[src/rtl/rocc_pkg.sv]
// Shared RoCC definitions: custom opcodes, funct codes, field widths, issuer FSM states.
// Contents: OPC_CUSTOM0..3, funct_e, FUNCT_W/REG_W/XLEN/NUM_REGS, state_e, cmd_t, funct_legal().
// Imported by rocc_scoreboard and rocc_cmd_issuer.
package rocc_pkg;

  localparam int FUNCT_W  = 7;
  localparam int REG_W    = 5;
  localparam int XLEN     = 64;
  localparam int NUM_REGS = 1 << REG_W;

  localparam logic [6:0] OPC_CUSTOM0 = 7'h0B;
  localparam logic [6:0] OPC_CUSTOM1 = 7'h2B;
  localparam logic [6:0] OPC_CUSTOM2 = 7'h5B;
  localparam logic [6:0] OPC_CUSTOM3 = 7'h7B;

  typedef enum logic [FUNCT_W-1:0] {
    FN_CONFIG  = 7'd0,
    FN_LOAD    = 7'd1,
    FN_COMPUTE = 7'd2,
    FN_STORE   = 7'd3,
    FN_FLUSH   = 7'd4
  } funct_e;

  typedef enum logic [1:0] {
    ST_IDLE  = 2'd0,
    ST_ISSUE = 2'd1,
    ST_DRAIN = 2'd2
  } state_e;

  // Command held in the issue register. xs marks a loaded command so the
  // constant xs1/xs2 bits read as zero straight out of reset.
  typedef struct packed {
    logic [FUNCT_W-1:0] funct;
    logic [REG_W-1:0]   rd;
    logic               xd;
    logic               xs;
    logic [6:0]         opcode;
    logic [XLEN-1:0]    rs1;
    logic [XLEN-1:0]    rs2;
  } cmd_t;

  function automatic logic funct_legal(input logic [FUNCT_W-1:0] f, input int max_funct);
    return int'(f) <= max_funct;
  endfunction

endpackage

[src/rtl/rocc_scoreboard.sv]
// Tracks destination registers awaiting a RoCC response and the count in flight.
// Ports: set (issue of an xd command), clr (response), two combinational pending queries, outstanding count.
// A clear only takes effect for a register that is actually pending; the count saturates at both ends.
module rocc_scoreboard
  import rocc_pkg::*;
#(
  parameter int CNT_W = 3
) (
  input  logic             clk,
  input  logic             rst_n,
  input  logic             set_vld,
  input  logic [REG_W-1:0] set_rd,
  input  logic             clr_vld,
  input  logic [REG_W-1:0] clr_rd,
  input  logic [REG_W-1:0] qry_a_rd,
  output logic             qry_a_hit,
  input  logic [REG_W-1:0] qry_b_rd,
  output logic             qry_b_hit,
  output logic [CNT_W-1:0] outstanding
);

  logic [NUM_REGS-1:0] pending_q, pending_d;
  logic [NUM_REGS-1:0] set_mask, clr_mask;
  logic [CNT_W-1:0]    outstanding_q, outstanding_d;
  logic                clr_eff;

  assign clr_eff = clr_vld && pending_q[clr_rd];

  always_comb begin
    set_mask = '0;
    clr_mask = '0;
    if (set_vld) set_mask[set_rd] = 1'b1;
    if (clr_eff) clr_mask[clr_rd] = 1'b1;
    pending_d = (pending_q & ~clr_mask) | set_mask;

    // Simultaneous issue and response cancel out.
    outstanding_d = outstanding_q;
    if (set_vld && !clr_eff && (outstanding_q != '1)) begin
      outstanding_d = outstanding_q + 1'b1;
    end else if (!set_vld && clr_eff && (outstanding_q != '0)) begin
      outstanding_d = outstanding_q - 1'b1;
    end
  end

  always_ff @(posedge clk or negedge rst_n) begin
    if (!rst_n) begin
      pending_q     <= '0;
      outstanding_q <= '0;
    end else begin
      pending_q     <= pending_d;
      outstanding_q <= outstanding_d;
    end
  end

  assign qry_a_hit   = pending_q[qry_a_rd];
  assign qry_b_hit   = pending_q[qry_b_rd];
  assign outstanding = outstanding_q;

endmodule

[src/rtl/rocc_cmd_issuer.sv]
// Issues host requests as RoCC custom commands and returns matched responses as one-cycle writebacks.
// Ports: req_* (host request), io_cmd_* (to accelerator), io_resp_* (from accelerator), wb_*, drain/drain_done, busy, sticky err_*.
// Config: define ROCC_ISSUER_WATCHDOG_EN to build the response watchdog driving err_timeout; otherwise err_timeout is 0.
module rocc_cmd_issuer
  import rocc_pkg::*;
#(
  parameter logic [6:0] OPCODE          = OPC_CUSTOM0,
  parameter int         MAX_OUTSTANDING = 4,
  parameter int         FUNCT_MAX       = 4,
  parameter int         TIMEOUT_CYCLES  = 1024
) (
  input  logic               clock,
  input  logic               reset,
  input  logic               req_valid,
  output logic               req_ready,
  input  logic [FUNCT_W-1:0] req_funct,
  input  logic [REG_W-1:0]   req_rd,
  input  logic               req_xd,
  input  logic [XLEN-1:0]    req_rs1,
  input  logic [XLEN-1:0]    req_rs2,
  output logic               io_cmd_valid,
  input  logic               io_cmd_ready,
  output logic [FUNCT_W-1:0] io_cmd_bits_inst_funct,
  output logic [REG_W-1:0]   io_cmd_bits_inst_rs2,
  output logic [REG_W-1:0]   io_cmd_bits_inst_rs1,
  output logic               io_cmd_bits_inst_xd,
  output logic               io_cmd_bits_inst_xs1,
  output logic               io_cmd_bits_inst_xs2,
  output logic [REG_W-1:0]   io_cmd_bits_inst_rd,
  output logic [6:0]         io_cmd_bits_inst_opcode,
  output logic [XLEN-1:0]    io_cmd_bits_rs1,
  output logic [XLEN-1:0]    io_cmd_bits_rs2,
  input  logic               io_resp_valid,
  output logic               io_resp_ready,
  input  logic [REG_W-1:0]   io_resp_bits_rd,
  input  logic [XLEN-1:0]    io_resp_bits_data,
  output logic               wb_valid,
  output logic [REG_W-1:0]   wb_rd,
  output logic [XLEN-1:0]    wb_data,
  input  logic               drain,
  output logic               drain_done,
  output logic               busy,
  output logic               err_funct,
  output logic               err_unexpected,
  output logic               err_timeout
);

  localparam int CNT_W = $clog2(MAX_OUTSTANDING + 1);

  state_e           state_q, state_d;
  cmd_t             cmd_q, cmd_d;
  logic             cmd_vld_q, cmd_vld_d;
  logic             wb_vld_q, wb_vld_d;
  logic [REG_W-1:0] wb_rd_q, wb_rd_d;
  logic [XLEN-1:0]  wb_data_q, wb_data_d;
  logic             drain_done_q, drain_done_d;
  logic             err_funct_q, err_funct_d;
  logic             err_unexp_q, err_unexp_d;

  logic [CNT_W-1:0] outstanding;
  logic             req_pending, resp_hit;
  logic             accept, cmd_fire, resp_match;

  // Gating with reset keeps req_ready low for the whole time reset is held.
  assign req_ready = reset && (state_q == ST_IDLE) && !drain &&
                     !(req_xd && req_pending) &&
                     (outstanding < CNT_W'(MAX_OUTSTANDING));
  assign io_resp_ready = reset;

  assign accept     = req_valid && req_ready;
  assign cmd_fire   = cmd_vld_q && io_cmd_ready;
  assign resp_match = io_resp_valid && resp_hit;

  rocc_scoreboard #(.CNT_W(CNT_W)) u_scoreboard (
    .clk         (clock),
    .rst_n       (reset),
    .set_vld     (cmd_fire && cmd_q.xd),
    .set_rd      (cmd_q.rd),
    .clr_vld     (resp_match),
    .clr_rd      (io_resp_bits_rd),
    .qry_a_rd    (req_rd),
    .qry_a_hit   (req_pending),
    .qry_b_rd    (io_resp_bits_rd),
    .qry_b_hit   (resp_hit),
    .outstanding (outstanding)
  );

  always_comb begin
    state_d      = state_q;
    cmd_d        = cmd_q;
    cmd_vld_d    = cmd_vld_q;
    drain_done_d = 1'b0;
    err_funct_d  = err_funct_q;
    err_unexp_d  = err_unexp_q | (io_resp_valid && !resp_hit);
    wb_vld_d     = resp_match;
    wb_rd_d      = resp_match ? io_resp_bits_rd   : wb_rd_q;
    wb_data_d    = resp_match ? io_resp_bits_data : wb_data_q;

    unique case (state_q)
      ST_IDLE: begin
        if (drain) begin
          state_d = ST_DRAIN;
        end else if (accept) begin
          if (funct_legal(req_funct, FUNCT_MAX)) begin
            state_d      = ST_ISSUE;
            cmd_vld_d    = 1'b1;
            cmd_d.funct  = req_funct;
            cmd_d.rd     = req_rd;
            cmd_d.xd     = req_xd;
            cmd_d.xs     = 1'b1;
            cmd_d.opcode = OPCODE;
            cmd_d.rs1    = req_rs1;
            cmd_d.rs2    = req_rs2;
          end else begin
            // Illegal funct is swallowed here and never reaches the accelerator.
            err_funct_d = 1'b1;
          end
        end
      end
      ST_ISSUE: begin
        if (cmd_fire) begin
          state_d   = ST_IDLE;
          cmd_vld_d = 1'b0;
        end
      end
      ST_DRAIN: begin
        if (outstanding == '0) begin
          state_d      = ST_IDLE;
          drain_done_d = 1'b1;
        end
      end
      default: state_d = ST_IDLE;
    endcase
  end

  always_ff @(posedge clock or negedge reset) begin
    if (!reset) begin
      state_q      <= ST_IDLE;
      cmd_q        <= '0;
      cmd_vld_q    <= 1'b0;
      wb_vld_q     <= 1'b0;
      wb_rd_q      <= '0;
      wb_data_q    <= '0;
      drain_done_q <= 1'b0;
      err_funct_q  <= 1'b0;
      err_unexp_q  <= 1'b0;
    end else begin
      state_q      <= state_d;
      cmd_q        <= cmd_d;
      cmd_vld_q    <= cmd_vld_d;
      wb_vld_q     <= wb_vld_d;
      wb_rd_q      <= wb_rd_d;
      wb_data_q    <= wb_data_d;
      drain_done_q <= drain_done_d;
      err_funct_q  <= err_funct_d;
      err_unexp_q  <= err_unexp_d;
    end
  end

`ifdef ROCC_ISSUER_WATCHDOG_EN
  localparam int WD_W = $clog2(TIMEOUT_CYCLES + 1);

  logic [WD_W-1:0] wdog_q, wdog_d;
  logic            err_timeout_q, err_timeout_d;

  // Counts cycles of silence while responses are owed; saturates at the limit.
  always_comb begin
    wdog_d = wdog_q;
    if ((outstanding == '0) || resp_match) begin
      wdog_d = '0;
    end else if (wdog_q != WD_W'(TIMEOUT_CYCLES)) begin
      wdog_d = wdog_q + 1'b1;
    end
    err_timeout_d = err_timeout_q | (wdog_d == WD_W'(TIMEOUT_CYCLES));
  end

  always_ff @(posedge clock or negedge reset) begin
    if (!reset) begin
      wdog_q        <= '0;
      err_timeout_q <= 1'b0;
    end else begin
      wdog_q        <= wdog_d;
      err_timeout_q <= err_timeout_d;
    end
  end

  assign err_timeout = err_timeout_q;
`else
  assign err_timeout = 1'b0;
`endif

  assign io_cmd_valid            = cmd_vld_q;
  assign io_cmd_bits_inst_funct  = cmd_q.funct;
  assign io_cmd_bits_inst_rs2    = '0;
  assign io_cmd_bits_inst_rs1    = '0;
  assign io_cmd_bits_inst_xd     = cmd_q.xd;
  assign io_cmd_bits_inst_xs1    = cmd_q.xs;
  assign io_cmd_bits_inst_xs2    = cmd_q.xs;
  assign io_cmd_bits_inst_rd     = cmd_q.rd;
  assign io_cmd_bits_inst_opcode = cmd_q.opcode;
  assign io_cmd_bits_rs1         = cmd_q.rs1;
  assign io_cmd_bits_rs2         = cmd_q.rs2;

  assign wb_valid       = wb_vld_q;
  assign wb_rd          = wb_rd_q;
  assign wb_data        = wb_data_q;
  assign drain_done     = drain_done_q;
  assign busy           = (state_q != ST_IDLE) || (outstanding != '0);
  assign err_funct      = err_funct_q;
  assign err_unexpected = err_unexp_q;

endmodule

[config.mk]
export PLATFORM = sky130hd
export DESIGN_NAME = rocc_cmd_issuer
export DESIGN_NICKNAME = d
export VERILOG_FILES = /design/src/rtl/rocc_pkg.sv /design/src/rtl/rocc_scoreboard.sv /design/src/rtl/rocc_cmd_issuer.sv
export SDC_FILE = /design/constraint.sdc
export NUM_CORES = 1
export LEC_CHECK = 0
export CAP_MARGIN = 10
export CORE_ASPECT_RATIO = 0.5
export CORE_UTILIZATION = 39
export DETAILED_ROUTE_END_ITERATION = 7
export GPL_ROUTABILITY_DRIVEN = 1
export HOLD_SLACK_MARGIN = 0.03
export MAX_ROUTING_LAYER = met4
export PLACE_DENSITY_LB_ADDON = 0.2
export SYNTH_ARGS = -nofsm -noshare
export SYNTH_HDL_FRONTEND = slang
export SYNTH_SLANG_ARGS = --single-unit
[constraint.sdc]
create_clock -name clock -period 7.55 [get_ports clock]
set_input_delay 0.755 -clock clock [delete_from_list [all_inputs] [get_ports clock]]
set_output_delay 0.755 -clock clock [all_outputs]
set_load 0.02 [all_outputs]
# Word-level counts from Yosys, hierarchy flattened
# Cells that the tools add are included.
# totals
reg_bits,254
in_bits,216
output_inout_bits,238
elab_cells,100
# op_classes
add_sub_neg,2
n_lt_le_gt_ge,7
eq_ne,10
mux,25
bitwise,6
n_reduce_logical,33
# op_table
op,n
32-bit 2-to-1 mux,2
32-bit bitwise AND,1
32-bit NOT,1
32-bit OR,1
"5-bit by 6-bit less-than comparator with 1-bit output, second input constant",3
1-bit logical AND,17
4-bit AND reduction,3
1-bit binary-select mux with 5-bit select,2
1-bit demux with 5-bit select,2
"5-bit by 1-bit >= comparator with 1-bit output, second input constant",2
1-bit 2-to-1 mux,10
2-bit 2-to-1 mux,5
"2-bit != test, second input constant",4
"7-bit by 3-bit <= comparator with 1-bit output, second input constant",1
3-bit 2-to-1 mux,2
"3-bit != test, second input constant",2
2-bit case mux with 3 select lines,1
2-bit nonzero test,3
1-bit zero test,5
5-bit AND reduction,1
"3-bit by 1-bit adder with 3-bit output, second input constant",1
3-bit zero test,1
"3-bit less-than comparator, second input constant",1
"3-bit by 2-bit != test with 1-bit output, second input constant",1
other kinds (10),11

# Depth between registers and ports, before layout
# depth
ltp_word,10
mapped_depth,14
mapped_depth_nobuf,11

# Modules after synthesis
# From an unflattened synthesis, not the netlist that was laid out.
# unflattened
hier_cells,713
hier_area_um2,10636.5
# by_module_without_submodules
mod,instances,cells_each,area_each_um2,seq_area_each_um2
rocc_cmd_issuer,1,497,8246.7,5455.2
rocc_scoreboard,1,216,2389.8,875.8

# Worst setup path after synthesis
# OpenSTA, ideal clock, no wires.
# synth_timing
kind,input to register
startpoint,in io_resp_bits_rd[0]
endpoint,"reg u_scoreboard.outstanding_q[1], in the netlist u_scoreboard.outstanding[1]"
setup_time_ps,125
arrival_time_ps,3774
required_time_ps,7425
slack_ps,3650
stages,13
path_buffers,3
cell_sequence,clkbuf_1 > buf_2 > mux2i_1 > o22ai_1 > nor4_1 > o211ai_1 > nand2_1 > clkbuf_1 > o311ai_0 > fa_1 > a211oi_1 > o21a_1 > a2111oi_0
# synth_between
elab_chain_len,8
elab_cells_between_ends,11
classes_between,mux: 3; reduce/logical: 8
# synth_rtl
item,line,source
from (decl),rocc_cmd_issuer.sv:35,"input logic [REG_W-1:0] io_resp_bits_rd,"
1-bit binary-select mux with 5-bit select (*),"rocc_scoreboard.sv:27, rocc_scoreboard.sv:56",
1-bit 2-to-1 mux (not written as such) (*),"rocc_scoreboard.sv:27, rocc_scoreboard.sv:56",
1-bit logical AND,rocc_cmd_issuer.sv:72,assign resp_match = io_resp_valid && resp_hit;
1-bit logical AND (*),rocc_scoreboard.sv:27,assign clr_eff = clr_vld && pending_q[clr_rd];
1-bit zero test (*),rocc_scoreboard.sv:38,if (set_vld && !clr_eff && (outstanding_q != '1)) begin
1-bit logical AND (*) (2 in series),rocc_scoreboard.sv:38,
3-bit 2-to-1 mux (*),rocc_scoreboard.sv:38,
net u_scoreboard.outstanding_d[1],rocc_scoreboard.sv:24,"logic [CNT_W-1:0] outstanding_q, outstanding_d;"
to (signal assigned),rocc_scoreboard.sv:51,outstanding_q <= outstanding_d;
to (decl),rocc_scoreboard.sv:24,
# Mark *: on every way through the listed nets, which the timed path passes. The rest lies on a longest branch. The select of a mux whose other input is x is not followed.
# A chain may end at the register's enable or synchronous reset.

# Worst setup path after layout
# Ends and elaborated chain as after synthesis.

==> results.json <==
{
  "relSlewSlack_pct": 32.69,
  "nFillCells": 2150,
  "die-area_um2": 28470,
  "area_delta_synth_final_pct": 49.92,
  "setup_viol": 0,
  "finalNonFillerCells": 1673,
  "dr.pass1.iters": 5,
  "async_reset_ff_share_pct": 100.0,
  "hold_violations": 0,
  "synth-seq-area-share_pct": 58.48,
  "portBuffers": 438,
  "synthDistinctLibCells": 49,
  "critPathMaxFanout": 71,
  "num_antenna_cells": 0,
  "routabilityCongestion": 0.8831,
  "cp-end-kind": "flop",
  "grt_pass1_vias": 8255,
  "ys_top_cells_by_area": "dfrtp_1, mux2_2, nand2_1, mux2_4, a22o_1",
  "synth_compound_area_share_pct": 4.576,
  "critPathBufInv": 3,
  "cts_resized": 0,
  "worstSetupPathType": "in -> reg",
  "timing.hold.ws_ns": 0.1315,
  "cpLargestDelayFamily": "buffers and inverters",
  "synth.area.mux_share_pct": 19.89,
  "clk_pin_slew_ns": 0.06,
  "hold_buffers": 0,
  "cts_tree": "done",
  "synth_fa_ha_area_share_pct": 0.1849,
  "final_util_pct": 60.45,
  "insertion_delay_ns": 0.53,
  "post_cts_buffers": 0,
  "synth-edff-count": 0,
  "synthXorXnorAreaFrac_pct": 0.08090,
  "yosysMostFrequentCell": "dfrtp_1",
  "max_freq_mhz": 203.8,
  "htree_num_levels": 1,
  "nets": 1498,
  "wl_per_cell_um": 19.75,
  "die_w_um": 237.6,
  "status": "complete, no violations",
  "tns_ns": 0,
  "netlist_area_um2": 10830,
  "gr-total-overflow": 0,
  "cts_buffer_depth": 3,
  "r2r_slack_ns": 3.72,
  "clock-sinks": 253,
  "antenna_found_initial": 0,
  "p_leak_nw": 7.638,
  "slowest_stage": "clkdlybuf4s50_1",
  "die_height_um": 119.8,
  "hold_path.class": "in -> async",
  "synth.avg_cell_area_um2": 12.53,
  "row_count": 42,
  "yosys.area.top_type_share_pct": 58.48,
  "ys_warn_count": 0,
  "critical_path_required_ns": 7.94,
  "root_buffer": "clkbuf_16",
  "via_per_inst": 4.924,
  "min_period_ns": 4.906,
  "drc_errors": 0,
  "post-dp-hpwl_mm": 23.81,
  "r2r-start": "u_scoreboard.pending_q[7]",
  "synth_top_family_by_area": "multiplexers",
  "drt_wl_total_mm": 33.04,
  "ys.flop_type": "dfrtp_1",
  "worst_r2r_path_depth": 10,
  "synth_top_area_cell": "dfrtp_1",
  "antenna_left": 0,
  "critPathLaunchType": "input pin",
  "drive_gt1_share_pct": 15.78,
  "r2r_end": "u_scoreboard.outstanding[1]",
  "synth_commonest_cells": "dfrtp_1, nand2_1, mux2_2",
  "stdcell_area_um2": 16230,
  "synthSimpleGateAreaFrac_pct": 12.80,
  "core_um2": 26850,
  "vias": 8238,
  "fin_skew_ns": 0.02032,
  "start_util_pct": 40.32,
  "worst_ep_arrival_time_ns": 5.30,
  "crit_top_cell": "buf_4",
  "max-cap-violations": 0,
  "tightest_slew_ns": 1.010,
  "cts_made_buffers": 24,
  "rsz0062_at_grt": "no",
  "dp_cells": 1628,
  "drtIter0Drc": 473,
  "ir_drop_v": 0.0001570,
  "ios": 454,
  "syn_inst": 864,
  "power.density_nw_per_um2": 222.7,
  "final.period_utilization_pct": 64.98,
  "placed_area_um2": 15430,
  "grt_max_degree": 104,
  "slew_viol_final": 0,
  "grt_pass1_wl_mm": 49.69,
  "max_stage_delay_ns": 0.85,
  "ys_ff_latch": 253,
  "path_cells": "clkdlybuf4s50_1 > buf_4 > mux4_2 > a22oi_1 > o211ai_1 > nand2_2 > buf_4 > o311ai_0 > fa_1 > a211oi_1 > o21a_1 > a2111oi_0",
  "grtUsageTotal_pct": 23.35
}
-- report_power, final --
part           switching (W)  internal [W]
clock               0.000531      0.000703
sequential         0.0000933       0.00148
combinational       0.000395      0.000410
-- cell type report --
type	count	area, um2	share of cell area [%]
inverter	6	23.77	0.1465
sequential	253	6331	39.00
timing repair buffer	449	4484	27.63
tap	374	467.9	2.883
clock inverter	5	56.30	0.3469
multi-input combinational	547	4130	25.45
clock buffer	39	738.2	4.548
-- registers in the layout (all words and copies together), names as in the netlist, 2 cells and up --
signal and flops:
wb_data 64, io_cmd_bits_rs1 64, wb_rd 5, io_cmd_bits_inst_rd 5, u_scoreboard.outstanding 3, io_cmd_bits_inst_funct 7, u_scoreboard.pending_q 32, io_cmd_bits_rs2 64
state_q 2
-- stage by stage --
stage,power (W),setup WS (ns)
floorplan,0.001947,3.650
global placement,0.002389,2.241
detailed placement,0.002403,2.016
CTS,0.003651,2.659
global route,0.003765,2.326
finish,0.003615,2.644
-- cell usage in the layout (no fill, tap or decap), types with 4 or more instances in the layout --
cell / netlist / layout
nand4b_1: 16 / 16
mux2_2: 85 / 85
nor3_1: 5 / 5
a22o_1: 33 / 33
dfrtp_1: 253 / 253
nand4_1: 8 / 8
mux4_2: 12 / 12
inv_1: 5 / 5
clkbuf_1: 34 / 8
nand3_1: 11 / 11
and2_1: 5 / 5
buf_4: 21 / 10
a211oi_1: 4 / 4
conb_1: 1 / 15
nor4_1: 5 / 5
and3_1: 5 / 5
nor3b_1: 9 / 9
clkbuf_8: 0 / 6
nor2_1: 10 / 10
mux2_4: 53 / 53
o21ai_0: 4 / 4
nand2_1: 219 / 218
clkdlybuf4s50_1: 0 / 437
mux2i_1: 13 / 13
clkbuf_16: 0 / 25
-- cells by family after synthesis --
family / count (synthesis)
AND/OR/NAND/NOR: 305
flip-flops: 253
multiplexers: 163
buffers and inverters: 78
AO/OA/AOI/OAI: 62
adder cells (fa/ha/maj): 1
other: 1
XOR/XNOR: 1
-- metal layers --
metal  track usage [%]  wire length (um)
met1             29.44             13810
met2             38.23             16270
met3             5.728              2191
met4             5.363               766
met5                 -                 0
-- how the worst max path moves through the flow --
stage | from | end | slack [ns] | cells past startpoint
4_1_cts | io_resp_bits_rd[0] | u_scoreboard.outstanding[1] | 2.66 | 12
6_report | io_resp_bits_rd[0] | u_scoreboard.outstanding[1] | 2.64 | 12
3_5_place_dp | io_resp_bits_rd[0] | u_scoreboard.outstanding[1] | 2.02 | 12
2_1_floorplan | io_resp_bits_rd[0] | u_scoreboard.outstanding[1] | 3.65 | 13
5_1_grt | io_resp_bits_rd[0] | u_scoreboard.outstanding[1] | 2.33 | 12
3_3_place_gp | io_resp_bits_rd[0] | u_scoreboard.outstanding[1] | 2.24 | 12
Note: power is estimated with default switching activity, not from simulation.
